==> src/rtl/pkt_in_fifo.sv <==
// Store-and-forward packet FIFO feeding one input of the CPU merge stage.
// Packets are released only after their EOP word is stored; overflowing packets are discarded whole.
module pkt_in_fifo #(
    parameter int unsigned DATA_WIDTH = 64,
    parameter int unsigned CTRL_WIDTH = 8,
    parameter int unsigned ADDR_WIDTH = 5,
    parameter int unsigned AF_MARGIN  = 2
) (
    input  logic                  clk,
    input  logic                  reset,
    input  logic [DATA_WIDTH-1:0] in_data,
    input  logic [CTRL_WIDTH-1:0] in_ctrl,
    input  logic                  in_wr,
    output logic                  in_rdy,
    output logic [DATA_WIDTH-1:0] out_data,
    output logic [CTRL_WIDTH-1:0] out_ctrl,
    output logic                  out_wr,
    input  logic                  out_rdy,
    output logic                  empty,
    output logic [ADDR_WIDTH:0]   pkt_count,
    output logic [15:0]           drop_count
);

    localparam int unsigned DEPTH  = 1 << ADDR_WIDTH;
    localparam int unsigned CNT_W  = ADDR_WIDTH + 1;
    localparam int unsigned WORD_W = DATA_WIDTH + CTRL_WIDTH;

    typedef enum logic [1:0] {
        S_IDLE    = 2'd0,
        S_HDR     = 2'd1,
        S_PAYLOAD = 2'd2,
        S_DROP    = 2'd3
    } in_state_t;

    logic [WORD_W-1:0]     mem [DEPTH];
    logic [WORD_W-1:0]     head;
    logic [ADDR_WIDTH-1:0] wr_ptr;
    logic [ADDR_WIDTH-1:0] rd_ptr;
    logic [ADDR_WIDTH-1:0] pkt_start;
    logic [CNT_W-1:0]      word_count;
    logic [CNT_W-1:0]      word_count_nxt;
    logic [CNT_W-1:0]      pkt_len;
    logic [CNT_W-1:0]      free_slots;
    in_state_t             state;
    in_state_t             state_nxt;
    logic                  prev_payload;

    logic full;
    logic in_ctrl_nz;
    logic pop;
    logic pop_eop;
    logic store;
    logic eop_store;
    logic rewind;
    logic drop_evt;

    // Status derived from registered counters
    assign full       = (word_count == CNT_W'(DEPTH));
    assign empty      = (word_count == '0);
    assign free_slots = CNT_W'(DEPTH) - word_count;
    assign in_rdy     = (free_slots > CNT_W'(AF_MARGIN));
    assign in_ctrl_nz = (in_ctrl != '0);

    // First-word fall-through head; pops only ever touch complete packets
    assign head     = mem[rd_ptr];
    assign out_data = head[DATA_WIDTH-1:0];
    assign out_ctrl = head[WORD_W-1 -: CTRL_WIDTH];
    assign pop      = out_rdy && (pkt_count != '0);
    assign out_wr   = pop;
    assign pop_eop  = pop && (out_ctrl != '0) && prev_payload;

    // Write-side decode: what happens to the incoming word this cycle
    always_comb begin
        store     = 1'b0;
        eop_store = 1'b0;
        rewind    = 1'b0;
        drop_evt  = 1'b0;
        state_nxt = state;
        if (in_wr) begin
            case (state)
                S_IDLE: begin
                    if (in_ctrl_nz) begin
                        if (full) begin
                            drop_evt  = 1'b1;
                            state_nxt = S_DROP;
                        end else begin
                            store     = 1'b1;
                            state_nxt = S_HDR;
                        end
                    end
                end
                S_HDR: begin
                    if (full) begin
                        rewind    = 1'b1;
                        drop_evt  = 1'b1;
                        state_nxt = S_DROP;
                    end else begin
                        store = 1'b1;
                        if (!in_ctrl_nz) begin
                            state_nxt = S_PAYLOAD;
                        end
                    end
                end
                S_PAYLOAD: begin
                    if (full) begin
                        rewind   = 1'b1;
                        drop_evt = 1'b1;
                        // A lost EOP already closes the packet, so there is nothing left to skip
                        state_nxt = in_ctrl_nz ? S_IDLE : S_DROP;
                    end else begin
                        store = 1'b1;
                        if (in_ctrl_nz) begin
                            eop_store = 1'b1;
                            state_nxt = S_IDLE;
                        end
                    end
                end
                S_DROP: begin
                    if (in_ctrl_nz) begin
                        state_nxt = S_IDLE;
                    end
                end
                default: state_nxt = S_IDLE;
            endcase
        end
    end

    // Rewind returns the partial packet's words before counting this cycle's push/pop
    always_comb begin
        word_count_nxt = word_count - (rewind ? pkt_len : '0)
                       + CNT_W'(store) - CNT_W'(pop);
    end

    // Packet storage; contents survive reset
    always_ff @(posedge clk) begin
        if (store && !reset) begin
            mem[wr_ptr] <= {in_ctrl, in_data};
        end
    end

    // Input FSM, pointers and counters
    always_ff @(posedge clk) begin
        if (reset) begin
            state        <= S_IDLE;
            wr_ptr       <= '0;
            rd_ptr       <= '0;
            pkt_start    <= '0;
            pkt_len      <= '0;
            word_count   <= '0;
            pkt_count    <= '0;
            drop_count   <= '0;
            prev_payload <= 1'b0;
        end else begin
            state      <= state_nxt;
            word_count <= word_count_nxt;
            pkt_count  <= pkt_count + CNT_W'(eop_store) - CNT_W'(pop_eop);

            if (rewind) begin
                wr_ptr  <= pkt_start;
                pkt_len <= '0;
            end else if (store) begin
                wr_ptr <= wr_ptr + ADDR_WIDTH'(1);
                if (state == S_IDLE) begin
                    pkt_start <= wr_ptr;
                    pkt_len   <= CNT_W'(1);
                end else begin
                    pkt_len <= pkt_len + CNT_W'(1);
                end
            end

            if (drop_evt && (drop_count != 16'hFFFF)) begin
                drop_count <= drop_count + 16'd1;
            end

            if (pop) begin
                rd_ptr       <= rd_ptr + ADDR_WIDTH'(1);
                prev_payload <= (out_ctrl == '0);
            end
        end
    end

endmodule

==> config.mk <==
export PLATFORM = sky130hd
export DESIGN_NAME = pkt_in_fifo
export DESIGN_NICKNAME = d
export VERILOG_FILES = /design/src/rtl/pkt_in_fifo.sv
export SDC_FILE = /design/constraint.sdc
export NUM_CORES = 2
export LEC_CHECK = 0
export ABC_AREA = 1
export CAP_MARGIN = 20
export CELL_PAD_IN_SITES_DETAIL_PLACEMENT = 1
export CELL_PAD_IN_SITES_GLOBAL_PLACEMENT = 2
export CORE_AREA = 2 2 486 488
export DETAILED_ROUTE_END_ITERATION = 12
export DIE_AREA = 0 0 488 490
export GPL_TIMING_DRIVEN = 0
export PLACE_DENSITY = 0.82
export SYNTH_ARGS = -nofsm -noshare
export SYNTH_HDL_FRONTEND = slang
export SYNTH_SLANG_ARGS = --single-unit
==> constraint.sdc <==
create_clock -name clk -period 10 [get_ports clk]
set_input_delay 2 -clock clk [delete_from_list [all_inputs] [get_ports clk]]
set_output_delay 2 -clock clk [all_outputs]
set_load 0.03 [all_outputs]
==> results by group <==
STA
  – Final worst setup slack: 2.274 ns
  – Final setup viols: 0
  – Setup_tns: 0 ns
  – Fmax: 129.4 MHz
  – Worst setup skew after layout: 0.04205 ns
  – Final Hold Viols: 0
  – RSZ-0062 raised after global routing: false
  – Slew HR: 0.1342
  – Fin. max-slew vios: 0
  – Minimum clock period after layout: 7.726 ns
  – Worst Tran Pin Value: 1.299 ns
  – Tcrit/Tclk final: 0.7726
  – WHS: 0.4662 ns

Worst setup path
  – Worst Setup Start Kind: flip-flop
  – Worst path required time: 8.00 ns
  – Crit end category: output pin
  – Worst path cell trace: buf_2, inv_2, buf_4, buf_6, buf_2, clkbuf_1, nor2_1, o22ai_1, nand2_1, nand2_1, clkdlybuf4s50_1
  – Max FO, Critical Path: 10
  – Slowest cell on the critical path: clkdlybuf4s50_1
  – Crit Path Class: reg -> out
  – Delay of the slowest cell on the worst path: 0.71 ns
  – Worst Path Arrival: 5.73 ns

Finish
  – Final core occ: 0.4773
  – Area growth syn-to-layout: 19.83%
  – Layout cell share with drive strength beyond 1: 0.1004
  – Final instance area: 111700 um^2
  – Most common cell after layout, fill and taps aside: edfxtp_1
  – # nets final: 7953
  – Most frequent cells in the layout: edfxtp_1, nor2_1, o21ai_0
  – Filler Cell Count: 23670
  – Area of the multi-input gates: 20450 um^2
  – Sequential cell area: 70330 um^2

Clock network
  – Clock latency at the later pin of the worst-skew pair: 0.92 ns
  – Clock sinks: 2361
  – Clock transition at path regs: 0.06 ns
  – H-tree Lvls: 4
  – CTS Hold Bufs: 0
  – CTS buffer count: 238
  – Clk Tree Root Cell: clkbuf_16
  – CTS tree: built
  – Post_cts resized: 0
  – Post-CTS setup buffer count: 0
  – Clock tree buffer depth: 3

Global route
  – First-pass GRT wire length: 530.4 mm
  – Initial antenna violation count: 29
  – Largest net degree at the start of global routing: 34
  – Grt total ovfl: 0
  – Vias in the first global route: 70430
  – Tot GR Track Use: 0.3136

Yosys
  – Yosys warns: 0
  – Sequential fraction of the synthesis area: 0.7543
  – #FFs+latches synth: 2361
  – Syn Area/Cell: 12.94 um^2
  – Ys flop type: edfxtp_1
  – Syn_nets: 7318
  – Post-synth cell types: 42
  – Cells after synthesis: 7207
  – Post-synth EDFFs: 2304
  – Mapped cell area: 93240 um^2
  – Async set or reset register ratio after synthesis: 0

Placement
  – Port bufs: 172
  – Detailed placement HPWL: 266.1 mm
  – Pre-CTS WS: 2.897 ns
  – Placed inst area: 103200 um^2
  – Routability cong.: 0.8671

Power and ir drop
  – Pwr Density: 254.7 nW/um^2
  – P_leak: 0.03671 uW
  – Worst VDD drop: 207.2 uV

Drt
  – Detailed Route WL: 383.3 mm
  – Residual DRC: 0
  – DR vias/cell: 6.179
  – Post-route ant nets: 0
  – Via count: 69240
  – Initial DRC count: 10110
  – DR pass1 iterations: 6
  – Routed len/inst: 34.21 um

Floorplan
  – IO Pins: 173
  – Die area: 239100 um^2
  – Core area: 234100 um^2
  – Initial core utilization: 0.3983
  – Num rows: 178
  – Die Ht: 490 um
  – Die Wd: 488 um

Run
  – Max-cap viol count: 0

Run status
  – Run status: finished clean

Min path
  – Worst min path class: reg -> reg
==> power breakdown <==
part	switching, uW	internal, uW
Clock	4020	5030
Combinational	6200	2210
Sequential	42.6	11000
Total	10300	18200
==> logic make-up (layout without fill, tap and decap cells) <==
group	count (synthesis)	count (layout)	share of synthesized area
adders and majority gates	35	35	0.005019
DFF	2361	2361	0.7543
xor gates and xnor gates	11	11	0.001033
and+or+nand+nor	2292	2292	0.09757
AOI/OAI and AO/OA	1913	1913	0.1131
buffers and inverters	595	1434	0.02901
other	0	9	0
==> synthesized netlist by cell type (2+ instances only) <==
master / number / area, um^2
clkbuf_1: 281 / 1055
buf_6: 13 / 146.4
o211ai_1: 4 / 30.03
o22ai_1: 549 / 3435
o21ai_1: 166 / 830.8
ha_1: 31 / 387.9
xor2_1: 6 / 52.55
a211oi_1: 3 / 22.52
o21a_1: 11 / 82.58
nor2_1: 1280 / 4805
nor3b_1: 3 / 22.52
inv_1: 85 / 319.1
nand3b_1: 2 / 15.01
nand2_1: 644 / 2417
buf_4: 55 / 412.9
buf_2: 131 / 655.6
o21bai_1: 4 / 30.03
nand4_1: 3 / 18.77
dfxtp_1: 57 / 1141
o21ai_0: 1073 / 5370
inv_2: 6 / 22.52
fa_1: 4 / 80.08
xnor2_1: 5 / 43.79
edfxtp_1: 2304 / 69190
o221ai_1: 56 / 490.5
a21oi_1: 36 / 180.2
nand3_1: 338 / 1692
nor4_1: 3 / 18.77
buf_1: 21 / 78.83
or2_1: 2 / 12.51
nor3_1: 12 / 60.06
a31oi_1: 9 / 56.30
==> registers in the layout (all words and copies together) (netlist names), named ones only <==
name	count
pkt_count	6
pkt_start	5
state	2
rd_ptr	5
drop_count	16
prev_payload	1
pkt_len	6
wr_ptr	5
mem	2304
word_count	6
==> metal layers <==
metal / track usage / up-vias / routed length, um
li1: - / 27970 / -
met1: 0.3993 / 35610 / 138800
met2: 0.4963 / 4571 / 176600
met3: 0.07595 / 1063 / 44980
met4: 0.1637 / 26 / 22780
met5: 0 / - / 193
==> worst max-delay path: cells and delay by family, from the launching register on <==
family,cells,cell delay [ns]
buffers and inverters,7,3.30
and+or+nand+nor,3,0.65
DFF,1,0.29
AOI/OAI and AO/OA,1,0.51
==> per-stage QoR <==
stage | cells | power [uW]
after floorplan | 7207 | 15450
after global placement | 10530 | 18980
after detailed placement | 10720 | 19300
after CTS | 11170 | 28200
after global routing | 11200 | 29220
final | 11210 | 28460
==> path summary, 6_finish.rpt <==
kind,from,endpoint,slack [ns],cells past startpoint
max,flip-flop,out_data[33],2.27,11
min,pkt_start[0],pkt_start[0],0.47,2
max reg2reg,flip-flop,pkt_count[4],5.12,25
min reg2reg,pkt_start[0],pkt_start[0],0.47,2
==> layout make-up <==
cell class,instances,share of cell area
tap,3150,0.03527
inverter,94,0.003192
timing repair buffer,395,0.05791
antenna,9,0.0002016
sequential,2361,0.6294
buffer,501,0.02110
clock inverter,166,0.01464
multi-input combinational,4251,0.1831
clock buffer,278,0.05520
Power figures use the tool's default switching activity.
